`src/rtl/boot_rom_arb_if.sv`:
```
// Bus bundle between the core boot-fetch ports and the shared boot ROM.
// Handshake: a port holds i_req until it sees its o_gnt bit; request and grant high on the same edge means accepted.
interface boot_rom_arb_if #(
    parameter int NUM_PORTS  = 4,
    parameter int DATA_WIDTH = 32,
    parameter int ADDR_WIDTH = 12,
    parameter int LEN_WIDTH  = 3
);
    logic [NUM_PORTS-1:0]            i_req;
    logic [NUM_PORTS*ADDR_WIDTH-1:0] i_addr;
    logic [NUM_PORTS*LEN_WIDTH-1:0]  i_len;
    logic [NUM_PORTS-1:0]            o_gnt;
    logic [NUM_PORTS-1:0]            o_rvalid;
    logic [DATA_WIDTH-1:0]           o_rdata;
    logic                            o_rlast;
    logic                            o_rerr;
    logic                            o_busy;

    modport master (
        output i_req, i_addr, i_len,
        input  o_gnt, o_rvalid, o_rdata, o_rlast, o_rerr, o_busy
    );

    modport slave (
        input  i_req, i_addr, i_len,
        output o_gnt, o_rvalid, o_rdata, o_rlast, o_rerr, o_busy
    );
endinterface

```
`src/rtl/boot_rom_arb.sv`:
```
// Shared boot ROM with a round-robin arbiter over NUM_PORTS fetch ports and incrementing bursts.
// Port 0 reads the primary image; other ports are offset onto the secondary image at SEC_BASE.
module boot_rom_arb #(
    parameter int NUM_PORTS  = 4,
    parameter int ROM_DEPTH  = 512,
    parameter int DATA_WIDTH = 32,
    parameter int ADDR_WIDTH = 12,
    parameter int LEN_WIDTH  = 3,
    parameter int SEC_BASE   = 256
) (
    input  logic             i_clk,
    input  logic             i_rst_n,
    boot_rom_arb_if.slave    io_bus,
    output logic             o_dbg_state
);
    localparam int PW = (NUM_PORTS > 1) ? $clog2(NUM_PORTS) : 1;

    typedef enum logic {S_IDLE = 1'b0, S_BURST = 1'b1} state_t;

    state_t                 r_state, w_next;
    logic [PW-1:0]          r_ptr, r_port, w_gidx, w_port;
    logic                   w_found, w_acc, w_issue;
    logic [NUM_PORTS-1:0]   w_gnt;
    logic [ADDR_WIDTH-1:0]  w_gaddr, w_gword, w_beat_addr, r_addr;
    logic [LEN_WIDTH-1:0]   w_glen, r_cnt;
    logic                   w_gmis, r_mis, w_err, w_last;
    logic [DATA_WIDTH-1:0]  w_data;
    logic [NUM_PORTS-1:0]   r_rvalid;
    logic [DATA_WIDTH-1:0]  r_rdata;
    logic                   r_rlast, r_rerr;

    function automatic logic [DATA_WIDTH-1:0] rom_word(input int unsigned a);
        logic [31:0] v;
        case (a)
            0:            v = 32'h00000093;
            1:            v = 32'h00000113;
            2:            v = 32'h00000193;
            3:            v = 32'h00000213;
            4:            v = 32'h00000293;
            5:            v = 32'h00000313;
            6:            v = 32'h00000393;
            7:            v = 32'h00000413;
            8:            v = 32'h10010113;
            9:            v = 32'h0100006f;
            SEC_BASE:     v = 32'h10500073;
            SEC_BASE + 1: v = 32'hffdff06f;
            default:      v = 32'h00000013;
        endcase
        return DATA_WIDTH'(v);
    endfunction

    always_ff @(posedge i_clk or negedge i_rst_n) begin
        if (!i_rst_n) r_state <= S_IDLE;
        else          r_state <= w_next;
    end

    always_comb begin
        w_next = r_state;
        case (r_state)
            S_IDLE:  if (w_acc && (w_glen != '0)) w_next = S_BURST;
            S_BURST: if (r_cnt == LEN_WIDTH'(1))  w_next = S_IDLE;
            default: w_next = S_IDLE;
        endcase
    end

    // Search starts one past the last-granted port so every requester gets a turn.
    always_comb begin
        w_found = 1'b0;
        w_gidx  = '0;
        w_gnt   = '0;
        for (int i = 1; i <= NUM_PORTS; i++) begin
            if (!w_found && io_bus.i_req[(int'(r_ptr) + i) % NUM_PORTS]) begin
                w_found = 1'b1;
                w_gidx  = PW'((int'(r_ptr) + i) % NUM_PORTS);
            end
        end
        if (r_state == S_IDLE && w_found) w_gnt[w_gidx] = 1'b1;
    end

    assign w_acc   = |(io_bus.i_req & w_gnt);
    assign w_gaddr = io_bus.i_addr[int'(w_gidx)*ADDR_WIDTH +: ADDR_WIDTH];
    assign w_glen  = io_bus.i_len[int'(w_gidx)*LEN_WIDTH +: LEN_WIDTH];
    assign w_gmis  = (w_gaddr[1:0] != 2'b00);
    // Zero-extended word index plus secondary offset; full-width add cannot wrap.
    assign w_gword = {2'b00, w_gaddr[ADDR_WIDTH-1:2]} +
                     ((w_gidx == '0) ? '0 : ADDR_WIDTH'(SEC_BASE));

    assign w_issue     = w_acc || (r_state == S_BURST);
    assign w_port      = (r_state == S_IDLE) ? w_gidx : r_port;
    assign w_beat_addr = (r_state == S_IDLE) ? w_gword : r_addr;
    assign w_err       = ((r_state == S_IDLE) ? w_gmis : r_mis) ||
                         (w_beat_addr >= ADDR_WIDTH'(ROM_DEPTH));
    assign w_last      = (r_state == S_IDLE) ? (w_glen == '0) : (r_cnt == LEN_WIDTH'(1));
    assign w_data      = w_err ? '0 : rom_word(32'(w_beat_addr));

    always_ff @(posedge i_clk or negedge i_rst_n) begin
        if (!i_rst_n) begin
            r_ptr    <= PW'(NUM_PORTS - 1);
            r_port   <= '0;
            r_addr   <= '0;
            r_cnt    <= '0;
            r_mis    <= 1'b0;
            r_rvalid <= '0;
            r_rdata  <= '0;
            r_rlast  <= 1'b0;
            r_rerr   <= 1'b0;
        end else begin
            r_rvalid <= '0;
            r_rlast  <= 1'b0;
            r_rerr   <= 1'b0;
            if (w_issue) begin
                r_rvalid[w_port] <= 1'b1;
                r_rdata          <= w_data;
                r_rlast          <= w_last;
                r_rerr           <= w_err;
                r_addr           <= w_beat_addr + ADDR_WIDTH'(1);
            end
            if (w_acc) begin
                r_ptr  <= w_gidx;
                r_port <= w_gidx;
                r_cnt  <= w_glen;
                r_mis  <= w_gmis;
            end else if (r_state == S_BURST) begin
                r_cnt <= r_cnt - LEN_WIDTH'(1);
            end
        end
    end

    assign io_bus.o_gnt    = w_gnt;
    assign io_bus.o_rvalid = r_rvalid;
    assign io_bus.o_rdata  = r_rdata;
    assign io_bus.o_rlast  = r_rlast;
    assign io_bus.o_rerr   = r_rerr;
    assign io_bus.o_busy   = (r_state == S_BURST);
    assign o_dbg_state     = r_state;
endmodule

```
`src/flat_wrapper.sv`:
```
// flat-port wrapper written by rule: the top's interface ports become plain ports
module boot_rom_arb_flat 
#(
    parameter int NUM_PORTS  = 4,
    parameter int ROM_DEPTH  = 512,
    parameter int DATA_WIDTH = 32,
    parameter int ADDR_WIDTH = 12,
    parameter int LEN_WIDTH  = 3,
    parameter int SEC_BASE   = 256
)
  (i_clk, i_rst_n, o_dbg_state, io_bus_i_req, io_bus_i_addr, io_bus_i_len, io_bus_o_gnt, io_bus_o_rvalid, io_bus_o_rdata, io_bus_o_rlast, io_bus_o_rerr, io_bus_o_busy);
  boot_rom_arb_if #(.NUM_PORTS(NUM_PORTS), .DATA_WIDTH(DATA_WIDTH), .ADDR_WIDTH(ADDR_WIDTH), .LEN_WIDTH(LEN_WIDTH)) io_bus_i ();
  input  logic i_clk;
  input  logic i_rst_n;
  output logic o_dbg_state;
  input wire logic [$bits(io_bus_i.i_req)-1:0] io_bus_i_req;
  input wire logic [$bits(io_bus_i.i_addr)-1:0] io_bus_i_addr;
  input wire logic [$bits(io_bus_i.i_len)-1:0] io_bus_i_len;
  output wire logic [$bits(io_bus_i.o_gnt)-1:0] io_bus_o_gnt;
  output wire logic [$bits(io_bus_i.o_rvalid)-1:0] io_bus_o_rvalid;
  output wire logic [$bits(io_bus_i.o_rdata)-1:0] io_bus_o_rdata;
  output wire logic [$bits(io_bus_i.o_rlast)-1:0] io_bus_o_rlast;
  output wire logic [$bits(io_bus_i.o_rerr)-1:0] io_bus_o_rerr;
  output wire logic [$bits(io_bus_i.o_busy)-1:0] io_bus_o_busy;
  assign io_bus_i.i_req = io_bus_i_req;
  assign io_bus_i.i_addr = io_bus_i_addr;
  assign io_bus_i.i_len = io_bus_i_len;
  assign io_bus_o_gnt = io_bus_i.o_gnt;
  assign io_bus_o_rvalid = io_bus_i.o_rvalid;
  assign io_bus_o_rdata = io_bus_i.o_rdata;
  assign io_bus_o_rlast = io_bus_i.o_rlast;
  assign io_bus_o_rerr = io_bus_i.o_rerr;
  assign io_bus_o_busy = io_bus_i.o_busy;
  boot_rom_arb #(.NUM_PORTS(NUM_PORTS), .ROM_DEPTH(ROM_DEPTH), .DATA_WIDTH(DATA_WIDTH), .ADDR_WIDTH(ADDR_WIDTH), .LEN_WIDTH(LEN_WIDTH), .SEC_BASE(SEC_BASE)) u_core (.i_clk(i_clk), .i_rst_n(i_rst_n), .io_bus(io_bus_i), .o_dbg_state(o_dbg_state));
endmodule
```
`config.mk`:
```
export PLATFORM = sky130hd
export DESIGN_NAME = boot_rom_arb_flat
export DESIGN_NICKNAME = d
export VERILOG_FILES = /design/src/rtl/boot_rom_arb_if.sv /design/src/rtl/boot_rom_arb.sv /design/src/flat_wrapper.sv
export SDC_FILE = /design/constraint.sdc
export NUM_CORES = 1
export LEC_CHECK = 0
export BUFFER_PORTS_ARGS = -buffer_cell sky130_fd_sc_hd__buf_4
export CORE_UTILIZATION = 30
export DETAILED_ROUTE_END_ITERATION = 8
export GPL_TIMING_DRIVEN = 0
export PLACE_DENSITY = 0.6
export SETUP_SLACK_MARGIN = 0.02
export SYNTH_ARGS = -nofsm -noshare
export SYNTH_HDL_FRONTEND = slang
export SYNTH_SLANG_ARGS = --single-unit
```
`constraint.sdc`:
```
create_clock -name i_clk -period 6.6 [get_ports i_clk]
set_input_delay 0.99 -clock i_clk [delete_from_list [all_inputs] [get_ports i_clk]]
set_output_delay 0.99 -clock i_clk [all_outputs]
set_load 0.01 [all_outputs]
```
### Word-level counts from Yosys, hierarchy flattened

Index checks and enable logic that the tools add are counted.

| cells by class | value |
|---|---|
| add/sub/neg operators | 7 |
| multiplexer cells | 40 |
| multiply operators | 2 |
| equal/unequal tests | 12 |
| bitwise logic cells | 6 |
| shift-type cells | 2 |
| magnitude comparators | 9 |
| reduce and logical (&&, ||, !) cells | 23 |

Operator list:

| cell | number |
|---|---|
| one-hot mux 32 bit (12 select lines) | 1 |
| == test 12 x 3 -> 1 bit (second input constant) | 4 |
| variable part select 48 x 32 -> 12 bit | 1 |
| 2-to-1 mux 32 bit | 1 |
| variable part select 12 x 32 -> 3 bit | 1 |
| == test 12 x 2 -> 1 bit (second input constant) | 2 |
| == test 12 x 4 -> 1 bit (second input constant) | 2 |
| == test 12 x 9 -> 1 bit (second input constant) | 2 |
| 2-to-1 mux 1 bit | 20 |
| < comparator 3 x 4 -> 1 bit (second input constant) | 4 |
| adder 10 x 12 -> 12 bit | 1 |
| adder 12 x 1 -> 12 bit (second input constant) | 1 |
| == test 12 x 1 -> 1 bit (second input constant) | 1 |
| greater-or-equal comparator 12 x 10 -> 1 bit (second input constant) | 1 |
| zero test 12 bit | 1 |
| 2-to-1 mux 12 bit | 1 |
| 2-to-1 mux 2 bit | 5 |
| 2-to-1 mux 9 bit | 1 |
| binary-select mux 1 bit (select 2 bit) | 4 |
| multiplier 2 x 2 -> 4 bit (second input constant) | 2 |
| 2-to-1 mux 4 bit | 2 |
| OR reduction 2 bit | 4 |
| logical AND 1 bit | 7 |
| < comparator 2 x 3 -> 1 bit (second input constant) | 2 |
| 18 further kinds | 30 |

| word-level totals | value |
|---|---|
| word-level logic and storage cells | 111 |
| flip-flop bits (word level) | 59 |
| output and inout bits | 44 |
| input port bits | 66 |

### Logic depth before layout (Yosys ltp)

| logic depth | value |
|---|---|
| depth in word-level cells | 26 |
| gate-level depth with buffers | 18 |
| depth with buffers taken out | 15 |

### Worst setup path before layout

No wires, ideal clock.

| timing | value |
|---|---|
| kind | input to register |
| from | in io_bus_i_req[1] |
| to | reg u_core.r_rdata[4], in the netlist u_core.io_bus.o_rdata[4] |
| arrival | 3990 ps |
| buffers on the path | 3 |
| required time | 6472 ps |
| setup slack | 2481 ps |
| stages on the path | 18 |
| library setup time | 128 ps |
| cells stage by stage | nor2b_1 o21ba_1 buf_2 nor2_4 buf_2 buf_1 nand2_1 and3_1 a31oi_1 ha_1 inv_1 o21ai_0 nand2_1 a311o_1 o22ai_1 nand4_1 a211oi_1 o21ai_0 |

| between the ends | value |
|---|---|
| cells in the longest elaborated chain, start to end | 21 |
| elaborated cells between the ends (all ways) | 60 |
| those cells by class | 1 x add/sub; 1 x mul; 3 x order compare; 11 x eq/ne; 1 x shift; 28 x mux; 1 x bitwise; 14 x reduce/logical |

RTL lines:

| what | RTL line | RTL |
|---|---|---|
| from (decl) | flat_wrapper.sv:16 | `input wire logic [$bits(io_bus_i.i_req)-1:0] io_bus_i_req;` |
| branches (longest 21 deep; another with binary-select mux 1 bit (select 2 bit)) | - |  |
| to (signal assigned) | boot_rom_arb.sv:113 | `r_rdata <= w_data;` |
| to (decl) | boot_rom_arb.sv:29 | `logic [DATA_WIDTH-1:0] r_rdata;` |

Several ways; the timed one is not identified. The select of a mux whose other input is x is not followed.
A chain may end at the register's enable or synchronous reset.

### Worst setup path after layout

Ends and elaborated chain as after synthesis.

==> flow_summary.json <==
{
  "yosys_warnings": 0,
  "dpl_cell_area_mm2": 0.00418,
  "startpoint_type": "input port",
  "cts-resized-gates": 0,
  "all_layer_gr_usage_pct": 19.0,
  "detailedPlacementHpwl_um": 8080,
  "p_total_mw": 1.55,
  "post_synthesis_cells": 419,
  "worst_ep_required_time_ns": 6.78,
  "synth_sequential_area_ratio_pct": 30.6,
  "port-buffer-count": 107,
  "hold_removal_path_class": "register to register",
  "final.setup.worst_slack_ns": 1.74,
  "synth_flop_cell": "sky130_fd_sc_hd__dfrtp_1",
  "avgRoutedWirePerCell_um": 15.2,
  "wire_length_of_the_first_global_routing_pass_um": 17100,
  "fin_hold_ws_ns": 0.485,
  "die_area_mm2": 0.0111,
  "insertedDiodeCount": 0,
  "tritoncts": "built",
  "pwr_density_cell_mw_per_mm2": 362,
  "max_cap_viol_count": 0,
  "layout-area-overhead-vs-synth_pct": 34.0,
  "crit_end_element": "register",
  "synth_area_mm2": 0.00320,
  "totalNegativeSetupSlack_ns": 0,
  "num_rows": 37,
  "fin_skew_ns": 0.00974,
  "postLayoutCellArea_mm2": 0.00429,
  "max-slew-margin-rel_pct": 35.2,
  "max_slew.worst_pin.slew_ns": 0.964,
  "totalWireLength_um": 10200,
  "post_cts_hold_buffer_count": 0,
  "power.ir.vdd_worst_uv": 160,
  "floorplan.initialDensity_pct": 31.0,
  "cts_setup_buffers": 0,
  "fmax_mhz": 206,
  "antenna_violations_before_repair": 0,
  "clock_transition_at_the_registers_of_the_reported_paths_ns": 0.09,
  "gp_congestion": 0.907,
  "final_max_slew_viol_count": 0,
  "floorplan.die.height_um": 105,
  "detailed_route_iter0_violations": 256,
  "numPlacedInstances": 663,
  "clock_insertion_delay_at_the_later_pin_of_the_skew_report_ns": 0.30,
  "post_detailed_route_drc_marker_count": 0,
  "finish.cell_count_without_fillers": 671,
  "yosysUniqueCellTypes": 61,
  "cts-root-buf": "sky130_fd_sc_hd__clkbuf_8",
  "vias_in_the_first_global_route": 3470,
  "cts.sink_count": 39,
  "criticalPathCategory": "input port to register",
  "cts.htree.levels": 2,
  "top_level_ports": 110,
  "tritoncts.num_buffers": 5,
  "grt_start_max_net_pins": 40,
  "min_path_cells": 2,
  "layout.core_utilization_pct": 41.6,
  "report.final.setup_viol": 0,
  "postSynth.asyncResetShare_pct": 100,
  "status": "finished, final reports clean",
  "fin_crit_ns": 4.86,
  "synth_edf_count": 0,
  "power.static_leakage_nw": 2.01,
  "worst-endpoint-arrival_ns": 5.04,
  "num-nets-final": 608,
  "grt_overflow_total": 0,
  "setup_slack_after_placement_ns": 1.51,
  "total_via_count_after_detailed_routing": 3532,
  "route.detailed.vias_per_inst": 5.26,
  "syn_area_per_cell_um2": 7.64,
  "design.core.area_mm2": 0.0103,
  "buffer_levels_on_the_longest_clock_path": 2,
  "dr.pass1.iters": 5,
  "setup_repair_after_global_routing_missed_its_margin": "no",
  "final.period_utilization_pct": 73.7,
  "crit_fanout": 10,
  "drive_above_1_share_pct": 29.3,
  "die_w_um": 105,
  "hold_viol": 0,
  "r2r_cells": 17,
  "antenna_left": 0,
  "synth-seq-cells": 39
}
==> synth_stat cells (6+ instances only) <==
library cell                n  area (µm²)
sky130_fd_sc_hd__nor3_1    20         100
sky130_fd_sc_hd__or3_1      6        37.5
sky130_fd_sc_hd__nand3_1   15        75.1
sky130_fd_sc_hd__clkbuf_1  11        41.3
sky130_fd_sc_hd__nand2_1   67         251
sky130_fd_sc_hd__nor2_1    34         128
sky130_fd_sc_hd__inv_1     16        60.1
sky130_fd_sc_hd__nor4_1    10        62.6
sky130_fd_sc_hd__nand2b_1   6        37.5
sky130_fd_sc_hd__ha_1       8         100
sky130_fd_sc_hd__a211oi_1  11        82.6
sky130_fd_sc_hd__xnor2_1    8        70.1
sky130_fd_sc_hd__dfrtp_1   37         926
sky130_fd_sc_hd__a21oi_1   16        80.1
sky130_fd_sc_hd__o21ai_0   27         135
sky130_fd_sc_hd__buf_4     21         158
sky130_fd_sc_hd__buf_2      7        35.0
sky130_fd_sc_hd__a31oi_1    7        43.8
sky130_fd_sc_hd__mux2i_1    9        90.1
==> final cells by class <==
cell class                      count  area [µm²]
Multi-Input combinational cell    322        1920
Tap cell                          136         170
Clock buffer                        5        68.8
Buffer                             43         249
Sequential cell                    39         978
Clock inverter                      3        43.8
Timing Repair Buffer              107         803
Inverter                           16        60.1
Fill cell                        1090        6030
==> placed cells by master, fill, tap and decap left out, drive strengths merged, types with 8 or more instances in the layout <==
master / instances
xnor2: 8
nand3: 15
nor2: 35
nand2: 67
clkbuf: 16
ha: 8
o21ai: 29
nor4: 10
a21oi: 17
dfrtp: 37
inv: 16
nor3: 21
buf: 139
a211oi: 11
mux2i: 9
==> sequential cells by signal, indices dropped and copies added, names as in the netlist <==
name / count
u_core.io_bus.o_rvalid: 4
u_core.io_bus.o_rerr: 1
u_core.io_bus.o_rlast: 1
u_core.r_ptr: 2
u_core.r_mis: 1
u_core.r_cnt: 3
u_core.r_port: 2
u_core.io_bus.o_busy: 1
u_core.io_bus.o_rdata: 12
u_core.r_addr: 12
==> path summary, 6_finish.rpt <==
check                                                      start                               endpoint  slack [ns]
max in group asynchronous                                i_rst_n            u_core.r_ptr[1]$_DFFE_PN1P_        5.55
min in group asynchronous                                i_rst_n   u_core.io_bus.o_rdata[9]$_DFFE_PN0P_        0.67
hold / removal             u_core.io_bus.o_rdata[28]$_DFFE_PN0P_  u_core.io_bus.o_rdata[28]$_DFFE_PN0P_        0.49
hold reg to reg            u_core.io_bus.o_rdata[28]$_DFFE_PN0P_  u_core.io_bus.o_rdata[28]$_DFFE_PN0P_        0.49
setup reg to reg                     u_core.r_ptr[1]$_DFFE_PN1P_   u_core.io_bus.o_rdata[4]$_DFFE_PN0P_        2.03
setup / recovery                                 io_bus_i_req[1]   u_core.io_bus.o_rdata[4]$_DFFE_PN0P_        1.74
==> cells by family after synthesis <==
family / after synthesis / synth area share [%]
flip-flops: 39 / 30.6
adder cells (fa/ha/maj): 8 / 3.13
buffers and inverters: 59 / 9.65
multiplexers: 9 / 2.81
AND/OR/NAND/NOR: 181 / 26.8
other: 1 / 0.117
AO/OA/AOI/OAI: 112 / 24.2
XOR/XNOR: 10 / 2.74
==> worst max-delay path, cell delays in order <==
cell                       delay [ns]
sky130_fd_sc_hd__buf_4           0.14
sky130_fd_sc_hd__nor2b_1         0.14
sky130_fd_sc_hd__o21bai_1        0.48
sky130_fd_sc_hd__nand2_1         0.27
sky130_fd_sc_hd__buf_2           0.26
sky130_fd_sc_hd__buf_1           0.23
sky130_fd_sc_hd__nand2_1         0.11
sky130_fd_sc_hd__and3_1          0.16
sky130_fd_sc_hd__a31oi_1         0.05
sky130_fd_sc_hd__ha_1            0.45
sky130_fd_sc_hd__inv_1           0.09
sky130_fd_sc_hd__o21ai_0         0.58
sky130_fd_sc_hd__nand2_1         0.11
sky130_fd_sc_hd__a311o_1         0.38
sky130_fd_sc_hd__o22ai_1         0.15
sky130_fd_sc_hd__nand4_1         0.16
sky130_fd_sc_hd__a211oi_1        0.20
sky130_fd_sc_hd__o21ai_0         0.09
==> routing by layer <==
layer | global-route usage, % | up-vias | routed length [µm]
met1 | 23.9 | 1663 | 4510
met2 | 33.0 | 144 | 4810
li1 | - | 1716 | -
met3 | 4.45 | 9 | 814
met4 | 3.72 | 0 | 75
met5 | 0 | - | 0
==> power breakdown <==
part / internal, mW / switching (mW) / total (mW)
Sequential: 0.324 / 0.0649 / 0.389
Clock: 0.113 / 0.0908 / 0.203
Combinational: 0.390 / 0.569 / 0.959
Total: 0.827 / 0.724 / 1.55
Power figures use the tool's default switching activity.
